===== src/rtl/oam_dma_ctrl_if.sv =====
`default_nettype none
// -----------------------------------------------------------------------------
// oam_dma_ctrl_if : CPU-side inputs and databus DMA-override outputs
// Revision : 1.0
// -----------------------------------------------------------------------------
interface oam_dma_ctrl_if;
  logic        CPU_CE;
  logic [15:0] CPU_ADDR;
  logic        CPU_WR;
  logic [7:0]  CPU_DO;
  logic [7:0]  BUS_DATA;
  logic        DMA;
  logic [15:0] DMA_ADDR;
  logic        DMA_WR;
  logic [7:0]  DMA_DO;
  logic        CPU_RDY;
  logic        BUSY;

  modport master (
    input  CPU_CE, CPU_ADDR, CPU_WR, CPU_DO, BUS_DATA,
    output DMA, DMA_ADDR, DMA_WR, DMA_DO, CPU_RDY, BUSY
  );

  modport slave (
    output CPU_CE, CPU_ADDR, CPU_WR, CPU_DO, BUS_DATA,
    input  DMA, DMA_ADDR, DMA_WR, DMA_DO, CPU_RDY, BUSY
  );
endinterface
`default_nettype wire


===== src/rtl/oam_dma_ctrl.sv =====
`default_nettype none
// -----------------------------------------------------------------------------
// oam_dma_ctrl : sprite DMA, copies one 256-byte page into the OAM data port
// Revision : 1.0
// -----------------------------------------------------------------------------
module oam_dma_ctrl #(
  parameter logic [15:0] TRIGGER_ADDR  = 16'h4014,
  parameter logic [15:0] OAM_DATA_ADDR = 16'h2004,
  parameter int unsigned XFER_LEN      = 256
) (
  input  wire logic      CLK,
  input  wire logic      RESET_N,
  oam_dma_ctrl_if.master bus
);

  localparam logic [7:0] c_LAST_IDX = 8'(XFER_LEN - 1);

  typedef enum logic [2:0] {
    S_IDLE  = 3'd0,
    S_HALT  = 3'd1,
    S_ALIGN = 3'd2,
    S_READ  = 3'd3,
    S_WRITE = 3'd4,
    S_DONE  = 3'd5
  } state_t;

  state_t      r_state;
  logic        r_parity;
  logic [7:0]  r_page;
  logic [7:0]  r_idx;
  logic [7:0]  r_data;
  logic        r_dma;
  logic [15:0] r_dma_addr;
  logic        r_dma_wr;
  logic [7:0]  r_dma_do;
  logic        r_cpu_rdy;
  logic        r_busy;

  state_t      w_state_nxt;
  logic [7:0]  w_page_nxt;
  logic [7:0]  w_idx_nxt;
  logic [7:0]  w_data_nxt;
  logic        w_trigger;
  logic        w_dma;
  logic [15:0] w_dma_addr;
  logic        w_dma_wr;
  logic        w_cpu_rdy;

  assign w_trigger = (bus.CPU_ADDR == TRIGGER_ADDR) && !bus.CPU_WR;

  always_comb begin
    w_state_nxt = r_state;
    w_page_nxt  = r_page;
    w_idx_nxt   = r_idx;
    w_data_nxt  = r_data;
    case (r_state)
      S_IDLE: begin
        if (w_trigger) begin
          w_page_nxt  = bus.CPU_DO;
          w_idx_nxt   = 8'h00;
          w_state_nxt = S_HALT;
        end
      end
      // r_parity is this cycle's parity; the next cycle has the opposite one
      S_HALT:  w_state_nxt = r_parity ? S_READ : S_ALIGN;
      S_ALIGN: w_state_nxt = S_READ;
      S_READ: begin
        w_data_nxt  = bus.BUS_DATA;
        w_state_nxt = S_WRITE;
      end
      S_WRITE: begin
        w_idx_nxt   = r_idx + 8'd1;
        w_state_nxt = (r_idx == c_LAST_IDX) ? S_DONE : S_READ;
      end
      S_DONE:  w_state_nxt = S_IDLE;
      default: w_state_nxt = S_IDLE;
    endcase
  end

  // Outputs are decoded from the next state so they register alongside it
  assign w_dma      = (w_state_nxt == S_READ) || (w_state_nxt == S_WRITE);
  assign w_dma_wr   = (w_state_nxt != S_WRITE);
  assign w_cpu_rdy  = (w_state_nxt == S_IDLE) || (w_state_nxt == S_DONE);
  assign w_dma_addr = (w_state_nxt == S_READ)  ? {w_page_nxt, w_idx_nxt} :
                      (w_state_nxt == S_WRITE) ? OAM_DATA_ADDR : 16'h0000;

  always_ff @(posedge CLK or negedge RESET_N) begin
    if (!RESET_N) begin
      r_state    <= S_IDLE;
      r_parity   <= 1'b0;
      r_page     <= 8'h00;
      r_idx      <= 8'h00;
      r_data     <= 8'h00;
      r_dma      <= 1'b0;
      r_dma_addr <= 16'h0000;
      r_dma_wr   <= 1'b1;
      r_dma_do   <= 8'h00;
      r_cpu_rdy  <= 1'b1;
      r_busy     <= 1'b0;
    end else if (bus.CPU_CE) begin
      r_state    <= w_state_nxt;
      r_parity   <= ~r_parity;
      r_page     <= w_page_nxt;
      r_idx      <= w_idx_nxt;
      r_data     <= w_data_nxt;
      r_dma      <= w_dma;
      r_dma_addr <= w_dma_addr;
      r_dma_wr   <= w_dma_wr;
      r_dma_do   <= w_data_nxt;
      r_cpu_rdy  <= w_cpu_rdy;
      r_busy     <= !w_cpu_rdy;
    end
  end

  assign bus.DMA      = r_dma;
  assign bus.DMA_ADDR = r_dma_addr;
  assign bus.DMA_WR   = r_dma_wr;
  assign bus.DMA_DO   = r_dma_do;
  assign bus.CPU_RDY  = r_cpu_rdy;
  assign bus.BUSY     = r_busy;

endmodule
`default_nettype wire

===== src/flat_wrapper.sv =====
// flat-port wrapper written by rule: the top's interface ports become plain ports
module oam_dma_ctrl_flat 
#(
  parameter logic [15:0] TRIGGER_ADDR  = 16'h4014,
  parameter logic [15:0] OAM_DATA_ADDR = 16'h2004,
  parameter int unsigned XFER_LEN      = 256
)
  (CLK, RESET_N, bus_CPU_CE, bus_CPU_ADDR, bus_CPU_WR, bus_CPU_DO, bus_BUS_DATA, bus_DMA, bus_DMA_ADDR, bus_DMA_WR, bus_DMA_DO, bus_CPU_RDY, bus_BUSY);
  oam_dma_ctrl_if bus_i ();
  input  wire logic CLK;
  input  wire logic RESET_N;
  input wire logic [$bits(bus_i.CPU_CE)-1:0] bus_CPU_CE;
  input wire logic [$bits(bus_i.CPU_ADDR)-1:0] bus_CPU_ADDR;
  input wire logic [$bits(bus_i.CPU_WR)-1:0] bus_CPU_WR;
  input wire logic [$bits(bus_i.CPU_DO)-1:0] bus_CPU_DO;
  input wire logic [$bits(bus_i.BUS_DATA)-1:0] bus_BUS_DATA;
  output wire logic [$bits(bus_i.DMA)-1:0] bus_DMA;
  output wire logic [$bits(bus_i.DMA_ADDR)-1:0] bus_DMA_ADDR;
  output wire logic [$bits(bus_i.DMA_WR)-1:0] bus_DMA_WR;
  output wire logic [$bits(bus_i.DMA_DO)-1:0] bus_DMA_DO;
  output wire logic [$bits(bus_i.CPU_RDY)-1:0] bus_CPU_RDY;
  output wire logic [$bits(bus_i.BUSY)-1:0] bus_BUSY;
  assign bus_i.CPU_CE = bus_CPU_CE;
  assign bus_i.CPU_ADDR = bus_CPU_ADDR;
  assign bus_i.CPU_WR = bus_CPU_WR;
  assign bus_i.CPU_DO = bus_CPU_DO;
  assign bus_i.BUS_DATA = bus_BUS_DATA;
  assign bus_DMA = bus_i.DMA;
  assign bus_DMA_ADDR = bus_i.DMA_ADDR;
  assign bus_DMA_WR = bus_i.DMA_WR;
  assign bus_DMA_DO = bus_i.DMA_DO;
  assign bus_CPU_RDY = bus_i.CPU_RDY;
  assign bus_BUSY = bus_i.BUSY;
  oam_dma_ctrl #(.TRIGGER_ADDR(TRIGGER_ADDR), .OAM_DATA_ADDR(OAM_DATA_ADDR), .XFER_LEN(XFER_LEN)) u_core (.CLK(CLK), .RESET_N(RESET_N), .bus(bus_i));
endmodule

===== config.mk =====
export PLATFORM = sky130hd
export DESIGN_NAME = oam_dma_ctrl_flat
export DESIGN_NICKNAME = d
export VERILOG_FILES = /design/src/rtl/oam_dma_ctrl_if.sv /design/src/rtl/oam_dma_ctrl.sv /design/src/flat_wrapper.sv
export SDC_FILE = /design/constraint.sdc
export NUM_CORES = 1
export LEC_CHECK = 0
export ABC_AREA = 0
export CAP_MARGIN = 20
export CELL_PAD_IN_SITES_DETAIL_PLACEMENT = 0
export CELL_PAD_IN_SITES_GLOBAL_PLACEMENT = 1
export CORE_MARGIN = 10
export CORE_UTILIZATION = 39
export CTS_BUF_LIST = sky130_fd_sc_hd__clkbuf_8
export DETAILED_ROUTE_END_ITERATION = 7
export PLACE_DENSITY = 0.91
export SLEW_MARGIN = 10
export SYNTH_ARGS = -nofsm -noshare
export SYNTH_HDL_FRONTEND = slang
export SYNTH_SLANG_ARGS = --single-unit

===== constraint.sdc =====
create_clock -name CLK -period 1.9 [get_ports CLK]
set_input_delay 0.19 -clock CLK [delete_from_list [all_inputs] [get_ports CLK]]
set_output_delay 0.19 -clock CLK [all_outputs]
set_load 0.05 [all_outputs]

==> results_dict.tcl, run 1 <==
set metrics [dict create \
    final.fill_count 558 \
    power_density_nw_per_um2 1470 \
    antenna_cells_inserted 0 \
    setup_slack_ns 0.0543 \
    hold_slack_ns 0.475 \
    root_buffer "sky130_fd_sc_hd__clkbuf_8" \
    crit_buf_inv 1 \
    cts_tree "built" \
    power.leakage_nw 1.39 \
    crit_chain "clkdlybuf4s50_1" \
    maxCapViolCount 0 \
    post_synth_num_cell_types 58 \
    synthDominantAreaCellType "sky130_fd_sc_hd__dfrtp_1" \
    num_io_pins 64 \
    grt_pass1_vias 2291 \
    setup.worst_path.class "flip-flop to primary output" \
    worst_setup_path_start_kind "flip-flop" \
    dp_worst_setup_slack_ns 0.0318 \
    insertion_delay_of_the_later_clocked_pin_in_the_worst_skew_pair_ns 0.31 \
    mappedNetlistArea_um2 2490 \
    synth_common_cells "sky130_fd_sc_hd__dfrtp_1 (46), sky130_fd_sc_hd__mux2_2 (15), sky130_fd_sc_hd__nand2_1 (13)" \
    synth.ff_latch_count 48 \
    run_status "complete, no violations" \
    final_min_period_over_clock_period_pct 97.1 \
    cts.htree.levels 2 \
    drt_pass1_iterations 4 \
    areaGrowthSynthToFinish_pct 36.9 \
    drt.antenna.violating_nets 0 \
    cts.clk_slew.worst_paths_ns 0.09 \
    groute.usage.overall_pct 13.7 \
    synth_most_common_cell "sky130_fd_sc_hd__dfrtp_1" \
    routed-via-count 2224 \
    final.setup.tns_ns 0 \
    dieArea_um2 10000 \
    placed_area_um2 3270 \
    report.final.hold_viol_count 0 \
    max_clk_rate_ghz 0.542 \
    routed_wire_length_um 6820 \
    detailedPlacementHpwl_um 4970 \
    setup_violations 0 \
    synth-async-reset-ratio_pct 100 \
    required_time_worst_endpoint_ns 1.71 \
    critical_path.endpoint_type "primary output" \
    grt_start_max_net_pins 49 \
    grt_remaining_overflow 0 \
    final_slew_viol_count 0 \
    grt_pass1_wl_um 11400 \
    post_route_cells_drive_above_1_share_pct 19.4 \
    number_of_antenna_violations_at_the_first_check_in_global_routing 0 \
    fin_area_um2 3420 \
    clock_tree.buffer_depth 2 \
    fin_nets 345 \
    netlist.area_leader.share_pct 46.1 \
    worst_margin_pin_slew_ns 0.629 \
    drt_drc_violations_left 0 \
    hold_wc_path_type "flip-flop to flip-flop" \
    cp_top_family "buffers and inverters" \
    relSlewSlack_pct 58.1 \
    routed_via_density 5.76 \
    rsz0062_at_grt "no" \
    wl_per_cell_um 17.7 \
    chipWidth_um 100 \
    synthesis.yosys.warnings 0 \
    cpMaxStageDelayCell "sky130_fd_sc_hd__clkdlybuf4s50_1" \
    fp-row-count 29 \
    place_congestion 0.875 \
    worst-path-max-fanout 2 \
    placeable_area_um2 6280 \
    synthFlopType "sky130_fd_sc_hd__dfrtp_1" \
    worst_ep_arrival_time_ns 1.66 \
    ir_drop_v 0.000955 \
    initial_utilization_pct 39.7 \
    syn-instance-count 233 \
    mean_cell_area_of_the_mapped_netlist_um2 10.7 \
    cts_num_sinks 48 \
    drt-initial-drc-count 177 \
    synth_edf_count 0 \
    synth_sequential_area_ratio_pct 48.2 \
    period_minus_slack_ns 1.85 \
    netlist_top_cells_area "sky130_fd_sc_hd__dfrtp_1 (46%), sky130_fd_sc_hd__mux2_2 (6.8%), sky130_fd_sc_hd__a31oi_1 (3.0%)" \
    synth.net_count 270 \
    port-buffer-count 63 \
    cts_made_buffers 5 \
    worst_clock_skew_ns 0.00788 \
    die_h_um 100 \
    timing.critical_path.slowest_cell_delay_ns 0.80 \
]
[placed cells by master (no fill, tap or decap), drive strengths merged, types with 6 or more instances in the layout]
master         count
o21ai             16
mux2              16
clkbuf             7
clkdlybuf4s50     61
dfrtp             46
nand2             13
nand4             10
o22ai             10
a31oi             12
inv                6
o211ai             6
nor2               9
buf               22
a21oi             10
[path summary, 6_finish.rpt]
kind	end	startpoint	slack (ns)	depth (start not counted)
setup / recovery	bus_DMA_WR	u_core.bus.DMA_WR$_DFFE_PN1P_	0.05	1
hold / removal	u_core.r_parity$_DFFE_PN0P_	u_core.r_parity$_DFFE_PN0P_	0.48	1
setup reg to reg	u_core.bus.DMA_ADDR[15]$_DFFE_PN0P_	u_core.r_idx[0]$_DFFE_PN0P_	0.13	6
hold reg to reg	u_core.r_parity$_DFFE_PN0P_	u_core.r_parity$_DFFE_PN0P_	0.48	1
max in group asynchronous	u_core.r_idx[6]$_DFFE_PN0P_	RESET_N	0.97	3
min in group asynchronous	u_core.r_data[3]$_DFFE_PN0P_	RESET_N	0.51	3
[area by class of cell]
cell class	count	area (um^2)	area share, %
flip-flops and latches	48	1200	35.2
multi-input cells	163	1180	34.5
repair buffers	84	787	23.0
clock buffers	7	96.3	2.82
well taps	77	96.3	2.82
clock inverters	1	30.0	0.879
inverters	6	22.5	0.659
[power by group]
part / internal, mW / switching [mW] / total (mW)
clock: 0.465 / 0.352 / 0.817
combinational: 1.03 / 1.59 / 2.62
sequential: 1.34 / 0.243 / 1.59
total: 2.84 / 2.19 / 5.02
[flip-flops by register name, summed over array words and instances, names as in the netlist, 3 cells and up]
name / count
u_core.r_data: 8
u_core.r_state: 3
u_core.r_idx: 8
u_core.r_page: 8
u_core.bus.DMA_ADDR: 16
[kinds of logic (layout without fill, tap and decap cells)]
family,after synthesis,count (layout),synth area share [%]
compound gates,75,75,20.5
xor+xnor,4,4,1.40
fa+ha+maj,1,1,0.501
buf+inv,22,98,4.56
flops,48,48,48.2
mux,16,16,7.22
simple gates,67,67,17.6
[metrics by stage]
stage,instances,utilization (%),power (mW)
after floorplan,233,-,3.32
after global placement,377,52.1,4.18
after detailed placement,377,52.1,4.23
after CTS,386,54.3,5.04
after global routing,386,54.4,5.30
final,386,54.4,5.02
[routing by layer]
metal / global-route usage [%] / up-vias / part of all wire, %
met3: 4.81 / 10 / 8.7
met5: 0 / - / 0
met4: 3.91 / 0 / 1.2
met1: 17.1 / 1097 / 41
met2: 21.9 / 79 / 49
li1: - / 1038 / -
[repair_timing]
item	4_1_cts	5_1_grt
endpoints found under the setup margin	0	5
hold endpoints to repair	11	0
buffers inserted	0	0
hold buffers	1	0
gates resized for setup	0	2
Note: power is estimated with default switching activity, not from simulation.
==> run 2: changes to the inputs <==
Settings changed: ABC_AREA 0 to not set, CORE_UTILIZATION 39 to 30, PLACE_DENSITY 0.91 to 0.75.
Clock period 1.9 ns to 2.4 ns, I/O delays scaled along.
==> results_dict.tcl, run 2 (same netlist as run 1, synthesis figures left out) <==
set metrics [dict create \
    run_status "complete, no violations" \
    place_congestion 0.837 \
    rsz0062_at_grt "no" \
    final_slew_viol_count 0 \
    cts.clk_slew.worst_paths_ns 0.09 \
    m1WireLength_um 3090 \
    groute.usage.overall_pct 10.8 \
    crit_chain "ha_1, and3_1, a21oi_4, nor2_1, o41ai_2" \
    fin_nets 338 \
    critical_path.endpoint_type "flip-flop" \
    detailedPlacementHpwl_um 5130 \
    worst_setup_path_start_kind "flip-flop" \
    crit_buf_inv 0 \
    power_density_nw_per_um2 1130 \
    drt_pass1_iterations 4 \
    num_io_pins 64 \
    worst-path-max-fanout 13 \
    report.final.hold_viol_count 0 \
    post_route_cells_drive_above_1_share_pct 16.9 \
    antenna_cells_inserted 0 \
    grt_remaining_overflow 0 \
    power.share.combinational_pct 52.7 \
    relSlewSlack_pct 59.1 \
    wl_per_cell_um 16.9 \
    ir_drop_v 0.000366 \
    worst_ep_arrival_time_ns 2.10 \
    leading_cell_type_in_the_layout_fill_and_taps_excluded "sky130_fd_sc_hd__clkdlybuf4s50_1" \
    placeable_area_um2 8130 \
    cts_repair_resize_count 0 \
    routed-wl-met3_um 348 \
    drt-initial-drc-count 80 \
    insertion_delay_of_the_later_clocked_pin_in_the_worst_skew_pair_ns 0.30 \
    period_minus_slack_ns 1.89 \
    grt_pass1_wl_um 11200 \
    final.setup.tns_ns 0 \
    required_time_worst_endpoint_ns 2.61 \
    setup.worst_path.class "flip-flop to flip-flop" \
    routed_via_density 5.18 \
    die_h_um 111 \
    dieArea_um2 12400 \
    cts_tree "built" \
    mostFrequentLayoutCells "sky130_fd_sc_hd__clkdlybuf4s50_1 (62), sky130_fd_sc_hd__dfrtp_1 (46), sky130_fd_sc_hd__mux2_2 (15)" \
    port-buffer-count 63 \
    grt_pass1_vias 2175 \
    post_cts_buffers 0 \
    final_min_period_over_clock_period_pct 78.7 \
    cpMaxStageDelayCell "sky130_fd_sc_hd__dfrtp_1" \
    grt_start_max_net_pins 49 \
    power.share.clock_pct 13.9 \
    post-route-util_pct 41.3 \
    initial_utilization_pct 30.7 \
    chipWidth_um 111 \
    maxCapViolCount 0 \
    cts.htree.levels 2 \
    setup_violations 0 \
    worst_clock_skew_ns 0.00605 \
    cts_made_buffers 5 \
    hold_buffers 0 \
    met2WireLength_um 3370 \
    largest_register_ffs 16 \
    fp-row-count 33 \
    worst_margin_pin_slew_ns 0.613 \
    routed-via-count 2104 \
    swShare_pct 45.2 \
    drt.antenna.violating_nets 0 \
    max_clk_rate_ghz 0.529 \
    power.switching_mw 1.72 \
    final.fill_count 800 \
    timing.critical_path.slowest_cell_delay_ns 0.46 \
    drt_drc_violations_left 0 \
    power.sequential.fraction_pct 33.4 \
    cp_top_family "compound AO/OA/AOI/OAI gates" \
    areaGrowthSynthToFinish_pct 34.8 \
    root_buffer "sky130_fd_sc_hd__clkbuf_8" \
    cts_num_sinks 48 \
    hold_wc_path_type "primary input to async pin" \
    power.leakage_nw 1.34 \
    p_int_mw 2.08 \
    clock_tree.buffer_depth 2 \
    top_layer_used "met4" \
    number_of_antenna_violations_at_the_first_check_in_global_routing 0 \
    routed_wire_length_um 6860 \
]
==> run 2: area by class of cell <==
| cell class | instances | area (um^2) | share of cell area (%) |
|---|---|---|---|
| flip-flops and latches | 48 | 1200 | 35.8 |
| multi-input cells | 163 | 1180 | 35.0 |
| repair buffers | 77 | 731 | 21.7 |
| well taps | 105 | 131 | 3.91 |
| clock buffers | 7 | 96.3 | 2.87 |
| inverters | 6 | 22.5 | 0.670 |
==> run 2: path summary, 6_finish.rpt <==
kind                                              from                            endpoint  slack [ns]  depth (start not counted)
setup / recovery           u_core.r_idx[0]$_DFFE_PN0P_  u_core.bus.DMA_ADDR[5]$_DFFE_PN0P_        0.51                          5
hold / removal                                 RESET_N        u_core.r_data[4]$_DFFE_PN0P_        0.03                          2
setup reg to reg           u_core.r_idx[0]$_DFFE_PN0P_  u_core.bus.DMA_ADDR[5]$_DFFE_PN0P_        0.51                          5
hold reg to reg            u_core.r_parity$_DFFE_PN0P_         u_core.r_parity$_DFFE_PN0P_        0.48                          1
max in group asynchronous                      RESET_N        u_core.r_page[4]$_DFFE_PN0P_        1.95                          2
min in group CLK           u_core.r_parity$_DFFE_PN0P_         u_core.r_parity$_DFFE_PN0P_        0.48                          1
==> run 2: per-layer routing <==
metal  track usage [%]  up-vias
met1              13.6     1023
met3              3.14        5
li1                  -     1022
met2              17.7       54
met4              2.40        0
met5                 0        -
==> run 2: through the flow <==
stage	hold slack [ns]	setup slack [ns]	total power, mW	std cells	area (um^2)
5_1_grt	0.0981	0.406	4.02	406	3360
4_1_cts	0.0651	0.505	3.84	406	3360
2_1_floorplan	-0.0556	0.816	2.63	233	2490
3_5_place_dp	0.391	0.453	3.31	399	3270
3_3_place_gp	0.387	0.524	3.29	399	3270
6_report	0.0340	0.511	3.80	406	3360
==> run 2: worst reg2reg max path, cell delays in order (launching register included) <==
cell	delay (ns)
sky130_fd_sc_hd__dfrtp_1	0.46
sky130_fd_sc_hd__ha_1	0.27
sky130_fd_sc_hd__and3_1	0.23
sky130_fd_sc_hd__a21oi_4	0.40
sky130_fd_sc_hd__nor2_1	0.14
sky130_fd_sc_hd__o41ai_2	0.29
==> run 2: power groups by stage <==
| stage | Combinational [mW] | Clock [mW] | Sequential (mW) |
|---|---|---|---|
| floorplan | 0.765 | 0 | 1.86 |
| global placement | 2.00 | 0 | 1.28 |
| detailed placement | 2.02 | 0 | 1.29 |
| CTS | 2.03 | 0.541 | 1.27 |
| global route | 2.13 | 0.583 | 1.31 |
| finish | 2.00 | 0.530 | 1.27 |
==> run 3: changes to the inputs <==
Settings changed: PLACE_DENSITY 0.75 to 0.78.
Clock period 2.4 ns to 1.7 ns, I/O delays scaled along.
==> results_dict.tcl, run 3 (same netlist as run 1, synthesis figures left out) <==
set metrics [dict create \
    run_status "complete, no violations" \
    grt_pass1_wl_um 11900 \
    insertion_delay_of_the_later_clocked_pin_in_the_worst_skew_pair_ns 0.31 \
    cpMaxStageDelayCell "sky130_fd_sc_hd__or4bb_1" \
    initial_utilization_pct 30.7 \
    die_h_um 111 \
    groute.usage.overall_pct 11.2 \
    cts_num_sinks 48 \
    dieArea_um2 12400 \
    final_slew_viol_count 0 \
    hold_wc_path_type "primary input to async pin" \
    clock_tree.buffer_depth 2 \
    final_cell_count_no_fill 436 \
    placed_area_um2 3420 \
    leading_cell_type_in_the_layout_fill_and_taps_excluded "sky130_fd_sc_hd__buf_4" \
    crit_chain "or4bb_1, o21ai_1, buf_4, buf_4, o2111ai_1, a22oi_1" \
    areaGrowthSynthToFinish_pct 45.5 \
    timing.critical_path.slowest_cell_delay_ns 0.54 \
    regToRegEndpoint "u_core.r_idx[4]$_DFFE_PN0P_" \
    routed_wire_length_um 7200 \
    largest_register_ffs 16 \
    final_min_period_over_clock_period_pct 98.3 \
    placed_cells 423 \
    port-buffer-count 63 \
    drt_drc_violations_left 0 \
    wl_per_cell_um 16.5 \
    period_minus_slack_ns 1.67 \
    max_clk_rate_ghz 0.598 \
    ir_drop_v 0.000598 \
    mostFrequentLayoutCells "sky130_fd_sc_hd__buf_4 (58), sky130_fd_sc_hd__dfrtp_1 (44), sky130_fd_sc_hd__clkdlybuf4s50_1 (42)" \
    place_congestion 0.857 \
    chipWidth_um 111 \
    antenna_cells_inserted 0 \
    fin_area_um2 3630 \
    cts_made_buffers 5 \
    routed_via_density 5.22 \
    cp-endpoint "u_core.r_idx[4]$_DFFE_PN0P_" \
    power_density_nw_per_um2 1630 \
    rsz0062_at_grt "yes" \
    critical_path.startpoint "u_core.r_state[1]$_DFFE_PN0P_" \
    drt-initial-drc-count 106 \
    relSlewSlack_pct 66.0 \
    worst_clock_skew_ns 0.0119 \
    power.leakage_nw 1.55 \
    worst_setup_path_start_kind "flip-flop" \
    routed-via-count 2277 \
    cts.clk_slew.worst_paths_ns 0.09 \
    cell_mode_on_critical_path "sky130_fd_sc_hd__buf_4" \
    detailedPlacementHpwl_um 5400 \
    required_time_worst_endpoint_ns 1.93 \
    rr_startpoint "u_core.r_state[1]$_DFFE_PN0P_" \
    fp-row-count 33 \
    drt.antenna.violating_nets 0 \
    num_io_pins 64 \
    number_of_antenna_violations_at_the_first_check_in_global_routing 0 \
    grt_start_max_net_pins 49 \
    worst-path-max-fanout 4 \
    setup.worst_path.class "flip-flop to flip-flop" \
    rrSetupSlack_ns 0.03 \
    report.final.hold_viol_count 0 \
    maxCapViolCount 0 \
    worstRegToRegCells 6 \
    critical_path.endpoint_type "flip-flop" \
    setup_violations 0 \
    worst_margin_pin_slew_ns 0.509 \
    hold_slack_ns 0.369 \
    cts.htree.levels 2 \
    cts_tree "built" \
    fin_nets 367 \
    grt_remaining_overflow 0 \
    grt_pass1_vias 2302 \
    worst_ep_arrival_time_ns 1.90 \
    drt_pass1_iterations 4 \
    root_buffer "sky130_fd_sc_hd__clkbuf_8" \
    placeable_area_um2 8130 \
    post_route_cells_drive_above_1_share_pct 32.6 \
]
[run 3: cell types whose count changed in the layout (fill, tap and decap cells not counted), sizes merged]
cell and change:
clkdlybuf4s50 -20, inv +1, bufinv +2, dlygate4sd3 +1
clkbuf -2, buf +48
[run 3: worst max-delay path, delay by kind of cell, from the launching register on]
kind / cells / cell delay, ns
buffers and inverters: 2 / 0.27
AO/OA/AOI/OAI: 3 / 0.35
flip-flops: 1 / 0.43
AND/OR/NAND/NOR: 1 / 0.54
[run 3: worst min path at each step]
stage / startpoint / to / slack (ns) / depth (start not counted)
floorplan: RESET_N / u_core.bus.BUSY$_DFFE_PN0P_ / -0.13 / 0
global placement: RESET_N / u_core.r_data[7]$_DFFE_PN0P_ / 0.18 / 2
detailed placement: RESET_N / u_core.r_data[7]$_DFFE_PN0P_ / 0.18 / 2
CTS: RESET_N / u_core.bus.DMA_ADDR[0]$_DFFE_PN0P_ / 0.38 / 3
global route: RESET_N / u_core.bus.BUSY$_DFFE_PN0P_ / 0.41 / 3
finish: RESET_N / u_core.bus.BUSY$_DFFE_PN0P_ / 0.37 / 3
[run 3: area by class of cell]
cell class / instances / area, um^2
repair buffers: 106 / 933
multi-input cells: 163 / 1200
fillers: 790 / 4500
clock buffers: 5 / 68.8
inverters: 6 / 22.5
clock inverters: 3 / 68.8
well taps: 105 / 131
flip-flops and latches: 48 / 1210
[run 3: routing by layer]
| layer | GRT usage (%) | vias to the layer above | part of all wire (%) |
|---|---|---|---|
| met5 | 0 | - | 0 |
| met4 | 3.94 | 0 | 1.7 |
| met3 | 2.81 | 8 | 6.3 |
| met2 | 18.3 | 64 | 48 |
| met1 | 14.0 | 1121 | 44 |
| li1 | - | 1084 | - |
[run 3: stage by stage]
stage | util, % | TNS, ns | power [mW] | setup slack [ns]
3_5_place_dp | 42.1 | -2.37 | 4.88 | -0.174
3_3_place_gp | 42.1 | -1.61 | 4.84 | -0.131
5_1_grt | 44.6 | -0.261 | 6.24 | -0.0413
2_1_floorplan | - | 0 | 3.71 | 0.116
6_report | 44.6 | 0 | 5.90 | 0.0291
4_1_cts | 43.9 | 0 | 5.90 | 0.00233
[run 3: power by group]
part / switching (mW) / leakage, nW / total, mW / internal (mW)
Clock: 0.408 / 0.0687 / 1.00 / 0.592
Sequential: 0.236 / 0.590 / 1.74 / 1.51
Combinational: 1.87 / 0.890 / 3.16 / 1.29
[run 3: what timing repair did]
action	CTS	global route
cloned	0	1
gates resized for setup	2	11
endpoints found under the hold margin	46	0
setup endpoints to repair	3	28
hold buffers	1	0
setup buffers	0	3
pin swaps	0	5
